[config.mk]
export PLATFORM = sky130hd
export DESIGN_NAME = mem_arbiter
export DESIGN_NICKNAME = d
export VERILOG_FILES = /design/src/rtl/mem_arbiter.sv
export SDC_FILE = /design/constraint.sdc
export NUM_CORES = 1
export LEC_CHECK = 0
export CAP_MARGIN = 20
export CORE_MARGIN = 2
export CORE_UTILIZATION = 40
export DETAILED_ROUTE_END_ITERATION = 8
export MAX_ROUTING_LAYER = met4
export PLACE_DENSITY = 0.94
export SLEW_MARGIN = 15
export SYNTH_ARGS = -nofsm -noshare
export SYNTH_HDL_FRONTEND = slang
export SYNTH_SLANG_ARGS = --single-unit
[constraint.sdc]
create_clock -name clk -period 2.4 [get_ports clk]
set_input_delay 0.36 -clock clk [delete_from_list [all_inputs] [get_ports clk]]
set_output_delay 0.36 -clock clk [all_outputs]
set_load 0.02 [all_outputs]
[src/rtl/mem_arbiter.sv]
// mem_arbiter: shares one word-wide memory port between I-cache line fills and D-cache fills/write-backs
module mem_arbiter #(
  parameter int WORD_SIZE    = 16,
  parameter int LINE_WORDS   = 4,
  parameter int MAX_D_STREAK = 2,
  localparam int IDX         = $clog2(LINE_WORDS),
  localparam int SW          = $clog2(MAX_D_STREAK + 1)
) (
  input  logic                 clk,
  input  logic                 reset_n,
  input  logic                 i_req,
  input  logic [WORD_SIZE-1:0] i_addr,
  input  logic                 d_req,
  input  logic                 d_we,
  input  logic [WORD_SIZE-1:0] d_addr,
  input  logic [WORD_SIZE-1:0] d_wdata,
  output logic                 mem_req,
  output logic                 mem_we,
  output logic [WORD_SIZE-1:0] mem_addr,
  output logic [WORD_SIZE-1:0] mem_wdata,
  input  logic                 mem_ack,
  input  logic [WORD_SIZE-1:0] mem_rdata,
  output logic [IDX-1:0]       word_idx,
  output logic [WORD_SIZE-1:0] rdata,
  output logic [IDX-1:0]       rword,
  output logic                 i_rvalid,
  output logic                 d_rvalid,
  output logic                 i_done,
  output logic                 d_done
);
  typedef enum logic [1:0] {IDLE, BURST_I, BURST_D, FINISH} state_t;
  state_t state, state_nx;
  logic [WORD_SIZE-1:IDX] base;
  logic we, owner_d, grant_i, grant_d, burst, last;
  logic [IDX-1:0] idx;
  logic [SW-1:0] streak;
  logic unused_low_addr;
  assign unused_low_addr = ^{i_addr[IDX-1:0], d_addr[IDX-1:0]};
  assign burst = (state == BURST_I) || (state == BURST_D);
  assign last = idx == IDX'(LINE_WORDS - 1);
  always_comb begin
    state_nx = state;
    grant_i = 1'b0;
    grant_d = 1'b0;
    case (state)
      IDLE: begin
        // D wins ties unless I has already waited through MAX_D_STREAK D bursts
        grant_d = d_req && (!i_req || streak != SW'(MAX_D_STREAK));
        grant_i = i_req && !grant_d;
        state_nx = grant_d ? BURST_D : grant_i ? BURST_I : IDLE;
      end
      BURST_I, BURST_D: state_nx = (mem_ack && last) ? FINISH : state;
      default: state_nx = IDLE;
    endcase
  end
  always_ff @(posedge clk or negedge reset_n) begin
    if (!reset_n) begin
      state <= IDLE;
      base <= '0;
      we <= 1'b0;
      owner_d <= 1'b0;
      idx <= '0;
      streak <= '0;
      rdata <= '0;
      rword <= '0;
      i_rvalid <= 1'b0;
      d_rvalid <= 1'b0;
    end else begin
      state <= state_nx;
      i_rvalid <= burst && mem_ack && !we && !owner_d;
      d_rvalid <= burst && mem_ack && !we && owner_d;
      if (grant_i || grant_d) begin
        base <= grant_d ? d_addr[WORD_SIZE-1:IDX] : i_addr[WORD_SIZE-1:IDX];
        we <= grant_d && d_we;
        owner_d <= grant_d;
        idx <= '0;
      end else if (burst && mem_ack) begin
        idx <= idx + 1'b1;
      end
      if (burst && mem_ack && !we) begin
        rdata <= mem_rdata;
        rword <= idx;
      end
      // a D grant with I waiting implies streak < MAX, so the increment cannot overflow
      if (grant_d) streak <= i_req ? streak + 1'b1 : '0;
      else if (grant_i) streak <= '0;
    end
  end
  assign mem_req = burst;
  assign mem_we = burst && we;
  assign mem_addr = {base, idx};
  assign mem_wdata = (burst && we) ? d_wdata : '0;
  assign word_idx = idx;
  assign i_done = (state == FINISH) && !owner_d;
  assign d_done = (state == FINISH) && owner_d;
endmodule

Yosys cells after proc, flatten, opt, wreduce, memory -nomap -nowiden
Index checks and enable logic that the tools add are counted.
{"block": "classes", "n_addsub": 2, "eq_ne": 6, "mux": 13, "reduce_logical": 22}
{"op": "16-bit 2-to-1 mux", "count": 1}
{"op": "14-bit 2-to-1 mux", "count": 1}
{"op": "2-bit 2-to-1 mux", "count": 7}
{"op": "1-bit logical AND", "count": 11}
{"op": "2-bit == test, second input constant", "count": 3}
{"op": "2-bit by 1-bit adder with 2-bit output, second input constant", "count": 2}
{"op": "1-bit zero test", "count": 4}
{"op": "2-bit inequality test, second input constant", "count": 2}
{"op": "2-bit case mux with 2 select lines", "count": 1}
{"op": "2-bit nonzero test", "count": 2}
{"op": "1-bit logical OR", "count": 3}
{"op": "1-bit 2-to-1 mux", "count": 3}
{"op": "2-bit by 1-bit == test with 1-bit output, second input constant", "count": 1}
{"op": "2-bit zero test", "count": 1}
{"op": "2-bit OR reduction", "count": 1}
{"block": "totals", "ff_bits": 42, "input_bits": 70, "output_inout_bits": 58, "wordCells": 53}

Longest topological paths before layout
Gate-level depths: netlist of the first run.
{"block": "logic_depth", "depth_word": 8, "ltp_mapped": 7, "mapped_depth_nobuf": 5}

Worst setup path before layout of the first run
Ideal clock, no wire load.
{"block": "synth_timing", "path_kind": "register -> register", "start": "register state[0]", "end": "register rdata[0]", "setup_time_ns": 0.125, "t_arrival_ns": 1.645, "slack_ns": 0.630, "stages_incl_launch_ff": 7, "n_path_buf": 1, "period_less_slack_ns": 1.770, "path_cell_list": "dfrtp_1 -> inv_1 -> ha_1 -> nand2_2 -> or2_4 -> buf_6 -> mux2_4"}
{"block": "synth_via", "elab_chain_cells": 4}
{"item": "start, declared", "line": "32", "rtl": "state_t state, state_nx;"}
{"item": "start signal, assigned", "line": "69", "rtl": "state <= state_nx;"}
{"item": "2-bit by 1-bit == test with 1-bit output / 2-bit == test (equally long branches)", "line": "39", "rtl": "assign burst = (state == BURST_I) || (state == BURST_D);"}
{"item": "1-bit logical OR *", "line": "39"}
{"item": "net mem_req", "line": "17", "rtl": "output logic mem_req,"}
{"item": "1-bit logical AND * (2 in a row)", "line": "80", "rtl": "if (burst && mem_ack && !we) begin"}
{"item": "end signal, assigned", "line": "81", "rtl": "rdata <= mem_rdata;"}
{"item": "end, declared", "line": "24", "rtl": "output logic [WORD_SIZE-1:0] rdata,"}
The timed path passes the listed nets; every way through them passes the cells marked *.
A chain may end at the register's enable or synchronous reset.

Worst setup path in the final report of the first run
{"block": "layout_timing", "start": "register state[0]", "end": "output port mem_wdata[11]"}
{"block": "layout_via", "elab_chain_cells": 4}
{"item": "2-bit by 1-bit == test with 1-bit output / 2-bit == test (equally long branches)", "line": "39"}
{"item": "1-bit logical OR *", "line": "39"}
{"item": "1-bit logical AND *", "line": "92", "rtl": "assign mem_wdata = (burst && we) ? d_wdata : '0;"}
{"item": "16-bit 2-to-1 mux *", "line": "92"}
{"item": "end, declared", "line": "20", "rtl": "output logic [WORD_SIZE-1:0] mem_wdata,"}
Every way passes the cells marked *; elsewhere a longest branch is shown, timed or not.

==> flow_summary.json, run 1 <==
{
  "drt_wl_total_um": 5700,
  "grt_max_degree": 43,
  "dp_cells": 369,
  "drive_gt1_share_pct": 10.1,
  "postCtsResizedCells": 2,
  "antenna_found_initial": 0,
  "reg2reg_depth": 6,
  "top_level_ports": 128,
  "hold_viol": 0,
  "slew_headroom_pct": 39.1,
  "peakVddDrop_mv": 0.630,
  "gr-total-overflow": 0,
  "synthTopCellsByArea": "dfrtp_1, mux2_4, and3_1",
  "fin_crit_ns": 2.29,
  "fmax_mhz": 437,
  "yosysSeqAreaShare_pct": 51.0,
  "clk_path_buf_depth": 2,
  "clock-sinks": 42,
  "cts.clk_slew.worst_paths_ns": 0.08,
  "io_buffers": 123,
  "cp_data_required_time_ns": 2.04,
  "core_um2": 5040,
  "final_max_slew_viol_count": 0,
  "place.gp.congestion": 0.749,
  "worst-setup-path-type": "reg2out",
  "holdCritPathClass": "in2async",
  "finalNonFillerCells": 377,
  "drc": 0,
  "viasPerCell": 5.00,
  "synth_area_leader_cell": "dfrtp_1",
  "reg2reg_from": "state[0]$_DFFE_PN0P_",
  "clock-skew-final_ns": 0.00562,
  "clk_latency_ns": 0.29,
  "synthCells": 188,
  "placed_area_um2": 3310,
  "dp_hpwl_um": 4350,
  "synth.avg_cell_area_um2": 11.0,
  "die_h_um": 75.8,
  "cts_tree": "done",
  "grt_usage_pct": 20.5,
  "postCtsSetupBuffers": 0,
  "cpLargestDelayFamily": "buffers and inverters",
  "drv_cap": 0,
  "worst-path-max-fanout": 19,
  "post-route-period-util_pct": 95.4,
  "cp-start-kind": "flop",
  "grt_pass1_wl_um": 8630,
  "grt_pass1_vias": 1854,
  "drtIter0Drc": 38,
  "antenna_cells": 0,
  "path_cells": "inv_1, ha_4, and3_1, clkdlybuf4s50_1",
  "r2r_end": "rdata[6]$_DFFE_PN0P_",
  "synth_top_area_share_pct": 51.0,
  "yosys_warnings": 0,
  "start_util_pct": 40.9,
  "p_per_area_nw_per_um2": 1200,
  "ys_ff_latch": 42,
  "via_count": 1886,
  "finalSetupViolCount": 0,
  "path_buf_inv": 2,
  "slowest_stage": "clkdlybuf4s50_1",
  "arrival_ns": 1.93,
  "status": "complete, no violations",
  "slowest_delay_ns": 0.61,
  "rows": 26,
  "endpoint_kind": "output pin",
  "wl_per_cell_um": 15.1,
  "rsz0062_at_grt": "no",
  "clockRootBuffer": "clkbuf_8",
  "die_w_um": 75.8,
  "cts_buffers": 5,
  "design_area_um2": 3430,
  "r2r_setup_slack_ns": 0.47,
  "drtAntennaViolNets": 0,
  "holdWs_ns": 0.206,
  "leakagePower_nw": 1.53,
  "ys_types": 30,
  "syn_nets": 263,
  "synth_area_um2": 2060,
  "fillers": 428,
  "finalNetCount": 381,
  "dr.pass1.iters": 4,
  "holdBufCountCts": 0,
  "die-area_um2": 5740,
  "final_cell_mix": "clkdlybuf4s50_1, dfrtp_1, o21ai_0",
  "tightest_slew_ns": 0.914,
  "syn2layout_area_growth_pct": 66.5,
  "final_common_cell": "clkdlybuf4s50_1",
  "fin_tns_setup_ns": 0,
  "cts_max_level": 2
}
-- cell type report --
class	count	area (um2)	share of cell area, %
sequential	42	1050	30.6
multi-input combinational	125	917	26.7
tap	70	87.6	2.55
clock inverter	2	37.5	1.09
clock buffer	6	72.6	2.11
inverter	7	26.3	0.765
timing repair buffer	125	1240	36.2
-- through the flow --
stage	total power [mW]	worst slack, ns	util [%]
6_report	4.12	0.111	68.1
5_1_grt	4.38	0.00984	68.1
4_1_cts	4.15	0.100	68.1
3_5_place_dp	3.56	0.208	65.7
3_3_place_gp	3.49	0.241	65.7
2_1_floorplan	2.55	0.630	-
-- cells by family (layout without fill, tap and decap cells) --
| logic type | after synthesis | after routing | share of synthesized area, % |
|---|---|---|---|
| AND/OR/NAND/NOR | 59 | 59 | 14.7 |
| flip-flops | 42 | 42 | 51.0 |
| AO/OA/AOI/OAI | 41 | 41 | 12.1 |
| buffers and inverters | 21 | 140 | 5.16 |
| multiplexers | 19 | 19 | 13.6 |
| adder cells (fa/ha/maj) | 5 | 5 | 3.03 |
| XOR/XNOR | 1 | 1 | 0.425 |
-- worst max path at each step --
stage | start | cells after the start | end | slack, ns
global route | state[0]$_DFFE_PN0P_ | 4 | mem_wdata[11] | 0.01
detailed placement | state[0]$_DFFE_PN0P_ | 4 | mem_wdata[10] | 0.21
floorplan | state[0]$_DFFE_PN0P_ | 6 | rdata[0]$_DFFE_PN0P_ | 0.63
CTS | state[0]$_DFFE_PN0P_ | 4 | mem_wdata[10] | 0.10
finish | state[0]$_DFFE_PN0P_ | 4 | mem_wdata[11] | 0.11
global placement | state[0]$_DFFE_PN0P_ | 4 | mem_wdata[13] | 0.24
-- report_power, final --
group	leakage [nW]	total, mW	switching (mW)	internal (mW)
clock	0.0514	0.547	0.237	0.310
combinational	0.966	2.31	1.11	1.20
sequential	0.508	1.26	0.226	1.04
total	1.53	4.12	1.57	2.55
-- worst reg2reg max path: cells and delay by family, from the launching register on --
| family | cells | cell delay, ns |
|---|---|---|
| fa+ha+maj | 1 | 0.35 |
| buf+inv | 2 | 0.26 |
| flops | 1 | 0.41 |
| mux | 1 | 0.36 |
| simple gates | 2 | 0.43 |
-- cell usage after synthesis (all sizes together) --
cell type	instances
nor2b	1
nand2	7
a32oi	2
mux2i	1
and3	16
and2	4
a21oi	1
o21ai	19
clkbuf	7
inv	7
ha	5
and3b	1
o41ai	1
dfrtp	42
or2	1
a31oi	11
o31ai	1
a21o	2
mux2	18
o21a	1
buf	7
nor2	15
nand3	14
xor2	1
a21boi	2
a22o	1
-- state kept, by name (all words and copies together), names as in the netlist --
register	flops
word_idx	2
rword	2
base	14
state	2
streak	2
d_rvalid	1
rdata	16
i_rvalid	1
owner_d	1
we	1
-- layer usage --
layer  global-route usage (%)  vias to the layer above  wire length (um)
li1                         -                      900                 -
met1                     23.1                      899              2220
met2                     35.8                       72              2960
met3                     4.63                       15               372
met4                     7.02                        0               143
met5                        -                        -                 0
Note: power is estimated with default switching activity, not from simulation.
==> inputs of run 2 (changes only) <==
--- a/config.mk
+++ b/config.mk
@@ -6,11 +6,13 @@
 export NUM_CORES = 1
 export LEC_CHECK = 0
 export CAP_MARGIN = 20
+export CORE_ASPECT_RATIO = 0.6
 export CORE_MARGIN = 2
 export CORE_UTILIZATION = 40
 export DETAILED_ROUTE_END_ITERATION = 8
 export MAX_ROUTING_LAYER = met4
 export PLACE_DENSITY = 0.94
+export SETUP_SLACK_MARGIN = 0.05
 export SLEW_MARGIN = 15
 export SYNTH_ARGS = -nofsm -noshare
 export SYNTH_HDL_FRONTEND = slang
==> run 2 against run 1 <==
Final cell count is 1.1% lower. Clock-buffer cell count is 1 lower. Sequential share of layout area is 0.10 points higher. Non-clock buffer count is 1 higher. Clock skew is 0.0027 ns higher. Critical endpoint is now mem_req.
==> flow_summary.json, run 2 (synthesis gave the netlist of run 1 again) <==
{
  "status": "complete, no violations",
  "holdCritPathClass": "in2async",
  "die_w_um": 96.7,
  "design_area_um2": 3420,
  "viasPerCell": 5.05,
  "slowest_delay_ns": 0.62,
  "clockRootBuffer": "clkbuf_8",
  "drc": 0,
  "cts_buffers": 5,
  "tightest_slew_ns": 0.608,
  "antenna_cells": 0,
  "finalNetCount": 382,
  "clock-sinks": 42,
  "wl_per_cell_um": 15.4,
  "cp-start-kind": "flop",
  "peakVddDrop_mv": 0.500,
  "gr-total-overflow": 0,
  "grt_max_degree": 43,
  "arrival_ns": 1.92,
  "top_level_ports": 128,
  "leakagePower_nw": 1.65,
  "path_cells": "inv_1, ha_4, buf_4, clkdlybuf4s50_1",
  "drtAntennaViolNets": 0,
  "worst-setup-path-type": "reg2out",
  "final_max_slew_viol_count": 0,
  "regArea_um2": 1050,
  "clk_latency_ns": 0.29,
  "dr.pass1.iters": 4,
  "fmax_mhz": 439,
  "rows": 20,
  "post-route-period-util_pct": 94.8,
  "worst-path-max-fanout": 18,
  "clk_path_buf_depth": 2,
  "grt_pass1_vias": 1831,
  "dp_hpwl_um": 4380,
  "fillers": 365,
  "cts_tree": "done",
  "fin_crit_ns": 2.28,
  "drive_gt1_share_pct": 10.4,
  "grt_pass1_wl_um": 9080,
  "die_h_um": 59.6,
  "syn2layout_area_growth_pct": 66.0,
  "largest_reg_flops": 16,
  "drv_cap": 0,
  "start_util_pct": 41.2,
  "antenna_found_initial": 0,
  "grt_usage_pct": 21.0,
  "postCtsSetupBuffers": 0,
  "drtIter0Drc": 66,
  "slew_headroom_pct": 59.0,
  "die-area_um2": 5760,
  "placed_area_um2": 3310,
  "holdBufCountCts": 0,
  "core_um2": 5000,
  "cts.clk_slew.worst_paths_ns": 0.08,
  "p_per_area_nw_per_um2": 1170,
  "post-route-worst-setup-slack_ns": 0.124,
  "place.gp.congestion": 0.804,
  "clock-skew-final_ns": 0.00832,
  "top_regs": "rdata x16, base x14",
  "multi_input_area_um2": 917,
  "cp_data_required_time_ns": 2.04,
  "final_common_cell": "clkdlybuf4s50_1",
  "drt_wl_total_um": 5750,
  "finalSetupViolCount": 0,
  "rsz0062_at_grt": "no",
  "pre_cts_slack_ns": 0.230,
  "fin_tns_setup_ns": 0,
  "hold_viol": 0,
  "endpoint_kind": "output pin",
  "reg2reg_depth": 6,
  "io_buffers": 123,
  "slowest_stage": "clkdlybuf4s50_1",
  "top_register": "rdata",
  "via_count": 1885,
  "holdWs_ns": 0.126,
  "cts_max_level": 2,
  "final_cell_mix": "clkdlybuf4s50_1, dfrtp_1, o21ai_0"
}
run 2: cell count changes in the layout (fill, tap and decap cells not counted):
cell / previous run / this run
clkdlybuf4s50_1: 122 / 115
buf_4: 2 / 3
clkinvlp_4: 1 / 0
clkbuf_1: 1 / 0
clkinv_2: 0 / 2
dlymetal6s2s_1: 0 / 7
bufinv_16: 1 / 0
run 2: path summary, 6_finish.rpt:
path,startpoint,end,slack (ns)
max,state[0]$_DFFE_PN0P_,mem_req,0.12
min,reset_n,rdata[6]$_DFFE_PN0P_,0.13
max reg2reg,state[0]$_DFFE_PN0P_,rdata[3]$_DFFE_PN0P_,0.48
min reg2reg,streak[0]$_DFFE_PN0P_,streak[0]$_DFFE_PN0P_,0.50
max in group asynchronous,reset_n,base[6]$_DFFE_PN0P_,1.91
min in group clk,streak[0]$_DFFE_PN0P_,streak[0]$_DFFE_PN0P_,0.50
run 2: repair_timing:
| action | CTS | global route |
|---|---|---|
| setup endpoints to repair | 18 | 7 |
| resized for setup | 2 | 7 |
| pin swaps | 0 | 0 |
| cloned | 0 | 0 |
run 2: layout make-up:
class                   count  area share (%)
clock buffers               5            2.01
clock inverters             2           0.293
inverters                   7           0.768
multi-input cells         125            26.8
flip-flops and latches     42            30.7
well taps                  66            2.41
repair buffers            126            37.0
run 2: per-stage QoR:
stage	std cells	utilization, %	power [mW]
6_report	373	68.4	4.01
3_3_place_gp	366	66.2	3.50
2_1_floorplan	188	-	2.55
5_1_grt	373	68.4	4.26
3_5_place_dp	366	66.2	3.57
4_1_cts	373	68.0	4.04
run 2: per-layer routing:
metal	up-vias	part of all wire (%)	track usage (%)
met4	0	1.0	5.43
met2	94	44	32.1
met3	7	7.4	5.42
li1	898	-	-
met1	886	47	28.2
met5	-	0	-
run 2: power breakdown:
group          switching (mW)  internal (mW)
logic                    1.12           1.20
registers               0.229           1.04
clock network           0.232          0.195
total                    1.58           2.44
run 2: worst max-delay path: cells and delay by family (launching register included):
family     cells  cell delay (ns)
buf+inv        3             0.88
flops          1             0.40
fa+ha+maj      1             0.35
==> inputs of run 3 (changes only) <==
--- a/config.mk
+++ b/config.mk
@@ -8,10 +8,10 @@
 export CAP_MARGIN = 20
 export CORE_ASPECT_RATIO = 0.6
 export CORE_MARGIN = 2
-export CORE_UTILIZATION = 40
+export CORE_UTILIZATION = 33
 export DETAILED_ROUTE_END_ITERATION = 8
 export MAX_ROUTING_LAYER = met4
-export PLACE_DENSITY = 0.94
+export PLACE_DENSITY = 0.84
 export SETUP_SLACK_MARGIN = 0.05
 export SLEW_MARGIN = 15
 export SYNTH_ARGS = -nofsm -noshare
==> constraint.sdc (replaced) <==
create_clock -name clk -period 2 [get_ports clk]
set_input_delay 0.3 -clock clk [delete_from_list [all_inputs] [get_ports clk]]
set_output_delay 0.3 -clock clk [all_outputs]
set_load 0.02 [all_outputs]
==> run 3 against run 2 <==
Sequential power grew 19%. First-iteration DRC count down 3.0%. Setup slack improved by 0.033 ns. The flow now finishes with violations (hold timing). Clock power up 56%. Final area is 0.40% higher. Clock-buffer cell count rose by 1.
==> flow_summary.json, run 3 (synthesis gave the netlist of run 1 again) <==
{
  "peakVddDrop_mv": 0.641,
  "final_max_slew_viol_count": 0,
  "clock-sinks": 42,
  "grt_usage_pct": 17.2,
  "worst-setup-path-type": "reg2out",
  "io_buffers": 123,
  "cts.clk_slew.worst_paths_ns": 0.08,
  "holdBufCountCts": 0,
  "violations": "hold timing",
  "holdCritPathClass": "in2async",
  "final_common_cell": "clkdlybuf4s50_1",
  "fillers": 540,
  "fin_crit_ns": 1.84,
  "final_cell_mix": "clkdlybuf4s50_1, dfrtp_1, o21ai_0",
  "via_count": 1878,
  "clockRootBuffer": "clkbuf_8",
  "slew_headroom_pct": 61.1,
  "cts_tree": "done",
  "wl_per_cell_um": 14.7,
  "holdWs_ns": -0.000859,
  "r2r_setup_slack_ns": 0.20,
  "gr-total-overflow": 0,
  "final_core_util_pct": 56.5,
  "hold_viol": 4,
  "rows": 22,
  "drtAntennaViolNets": 0,
  "grt_pass1_vias": 1860,
  "slowest_delay_ns": 0.37,
  "cp-start-kind": "flop",
  "largest_reg_flops": 16,
  "dr.pass1.iters": 4,
  "post-route-period-util_pct": 92.1,
  "antenna_found_initial": 0,
  "endpoint_kind": "output pin",
  "die-area_um2": 6920,
  "top_level_ports": 128,
  "viasPerCell": 4.70,
  "cp_data_required_time_ns": 1.70,
  "finalNetCount": 390,
  "antenna_cells": 0,
  "place.gp.congestion": 0.785,
  "top_register": "rdata",
  "start_util_pct": 33.9,
  "switchingPower_mw": 1.91,
  "intPower_mw": 3.06,
  "clk_latency_ns": 0.29,
  "core_um2": 6080,
  "drt_wl_total_um": 5880,
  "clk_path_buf_depth": 2,
  "rsz0062_at_grt": "no",
  "top_regs": "rdata x16, base x14",
  "cts_max_level": 2,
  "arrival_ns": 1.54,
  "seq_power_share_pct": 30.4,
  "die_w_um": 106,
  "syn2layout_area_growth_pct": 66.6,
  "tightest_slew_ns": 0.584,
  "p_per_area_nw_per_um2": 1450,
  "postCtsSetupBuffers": 0,
  "clock-skew-final_ns": 0.00738,
  "drtIter0Drc": 64,
  "grt_pass1_wl_um": 9180,
  "drv_cap": 0,
  "dp_cells": 391,
  "multi_input_area_um2": 926,
  "cpLargestDelayFamily": "buffers and inverters",
  "finalNonFillerCells": 400,
  "drc": 0,
  "grt_max_degree": 28,
  "regArea_um2": 1050,
  "drive_gt1_share_pct": 17.7,
  "die_h_um": 65.2,
  "comb_power_share_pct": 56.2,
  "cts_buffers": 5,
  "fin_tns_setup_ns": 0,
  "worst-path-max-fanout": 19,
  "finalSetupViolCount": 0,
  "switching_share_pct": 38.4,
  "path_cells": "inv_1, ha_4, and2_1, clkdlybuf4s15_1",
  "path_buf_inv": 2,
  "slowest_stage": "dfrtp_1",
  "dp_hpwl_um": 4390,
  "clkPwrFrac_pct": 13.4,
  "leakagePower_nw": 1.60,
  "status": "finished with violations",
  "fmax_mhz": 543
}
## run 3: worst reg2reg max path: cells and delay by family, from the launching register on
family / cells / cell delay [ns]
adders and majority gates: 1 / 0.36
DFF: 1 / 0.37
and+or+nand+nor: 2 / 0.39
muxes: 1 / 0.32
buffers and inverters: 2 / 0.25
## run 3: worst paths after layout
path	from	end	cells past startpoint
min reg2reg	streak[0]$_DFFE_PN0P_	streak[0]$_DFFE_PN0P_	1
max in group asynchronous	reset_n	streak[0]$_DFFE_PN0P_	2
min	reset_n	rdata[15]$_DFFE_PN0P_	1
min in group clk	streak[0]$_DFFE_PN0P_	streak[0]$_DFFE_PN0P_	1
max	state[0]$_DFFE_PN0P_	mem_we	4
max reg2reg	state[0]$_DFFE_PN0P_	rdata[13]$_DFFE_PN0P_	6
## run 3: power groups by stage
stage	registers, mW	logic (mW)	clock network (mW)
final	1.51	2.79	0.664
after global routing	1.57	3.00	0.741
after CTS	1.51	2.82	0.682
after detailed placement	1.52	2.82	0
after global placement	1.50	2.79	0
after floorplan	1.90	1.16	0
## run 3: final cells by class
cell class              instances  share of cell area [%]
clock buffers                   6                    2.11
clock inverters                 2                    1.09
inverters                       7                   0.765
multi-input cells             126                    26.9
flip-flops and latches         42                    30.6
well taps                      84                    3.06
repair buffers                133                    35.4
## run 3: timing repair
action,CTS,global route
hold endpoints to repair,0,0
gates resized for setup,22,34
setup endpoints to repair,38,29
gates cloned,0,1
## run 3: metrics by stage
step / cell area, um2 / worst slack [ns] / hold slack, ns / power (mW)
after global routing: 3440 / 0.0708 / 0.0450 / 5.31
after CTS: 3490 / 0.0739 / 0.0206 / 5.01
after global placement: 3390 / -0.0674 / 0.335 / 4.29
final: 3440 / 0.157 / -0.000859 / 4.97
after detailed placement: 3390 / -0.0825 / 0.340 / 4.34
after floorplan: 2060 / 0.230 / 0.00441 / 3.06
## run 3: per-layer routing
layer  share of wire [%]  vias to the layer above  GRT usage [%]
met5                   0                        -              -
met4                0.29                        0           1.97
met3                 7.6                        2           5.65
met2                  44                       77           26.7
met1                  48                      879           23.0
li1                    -                      920              -
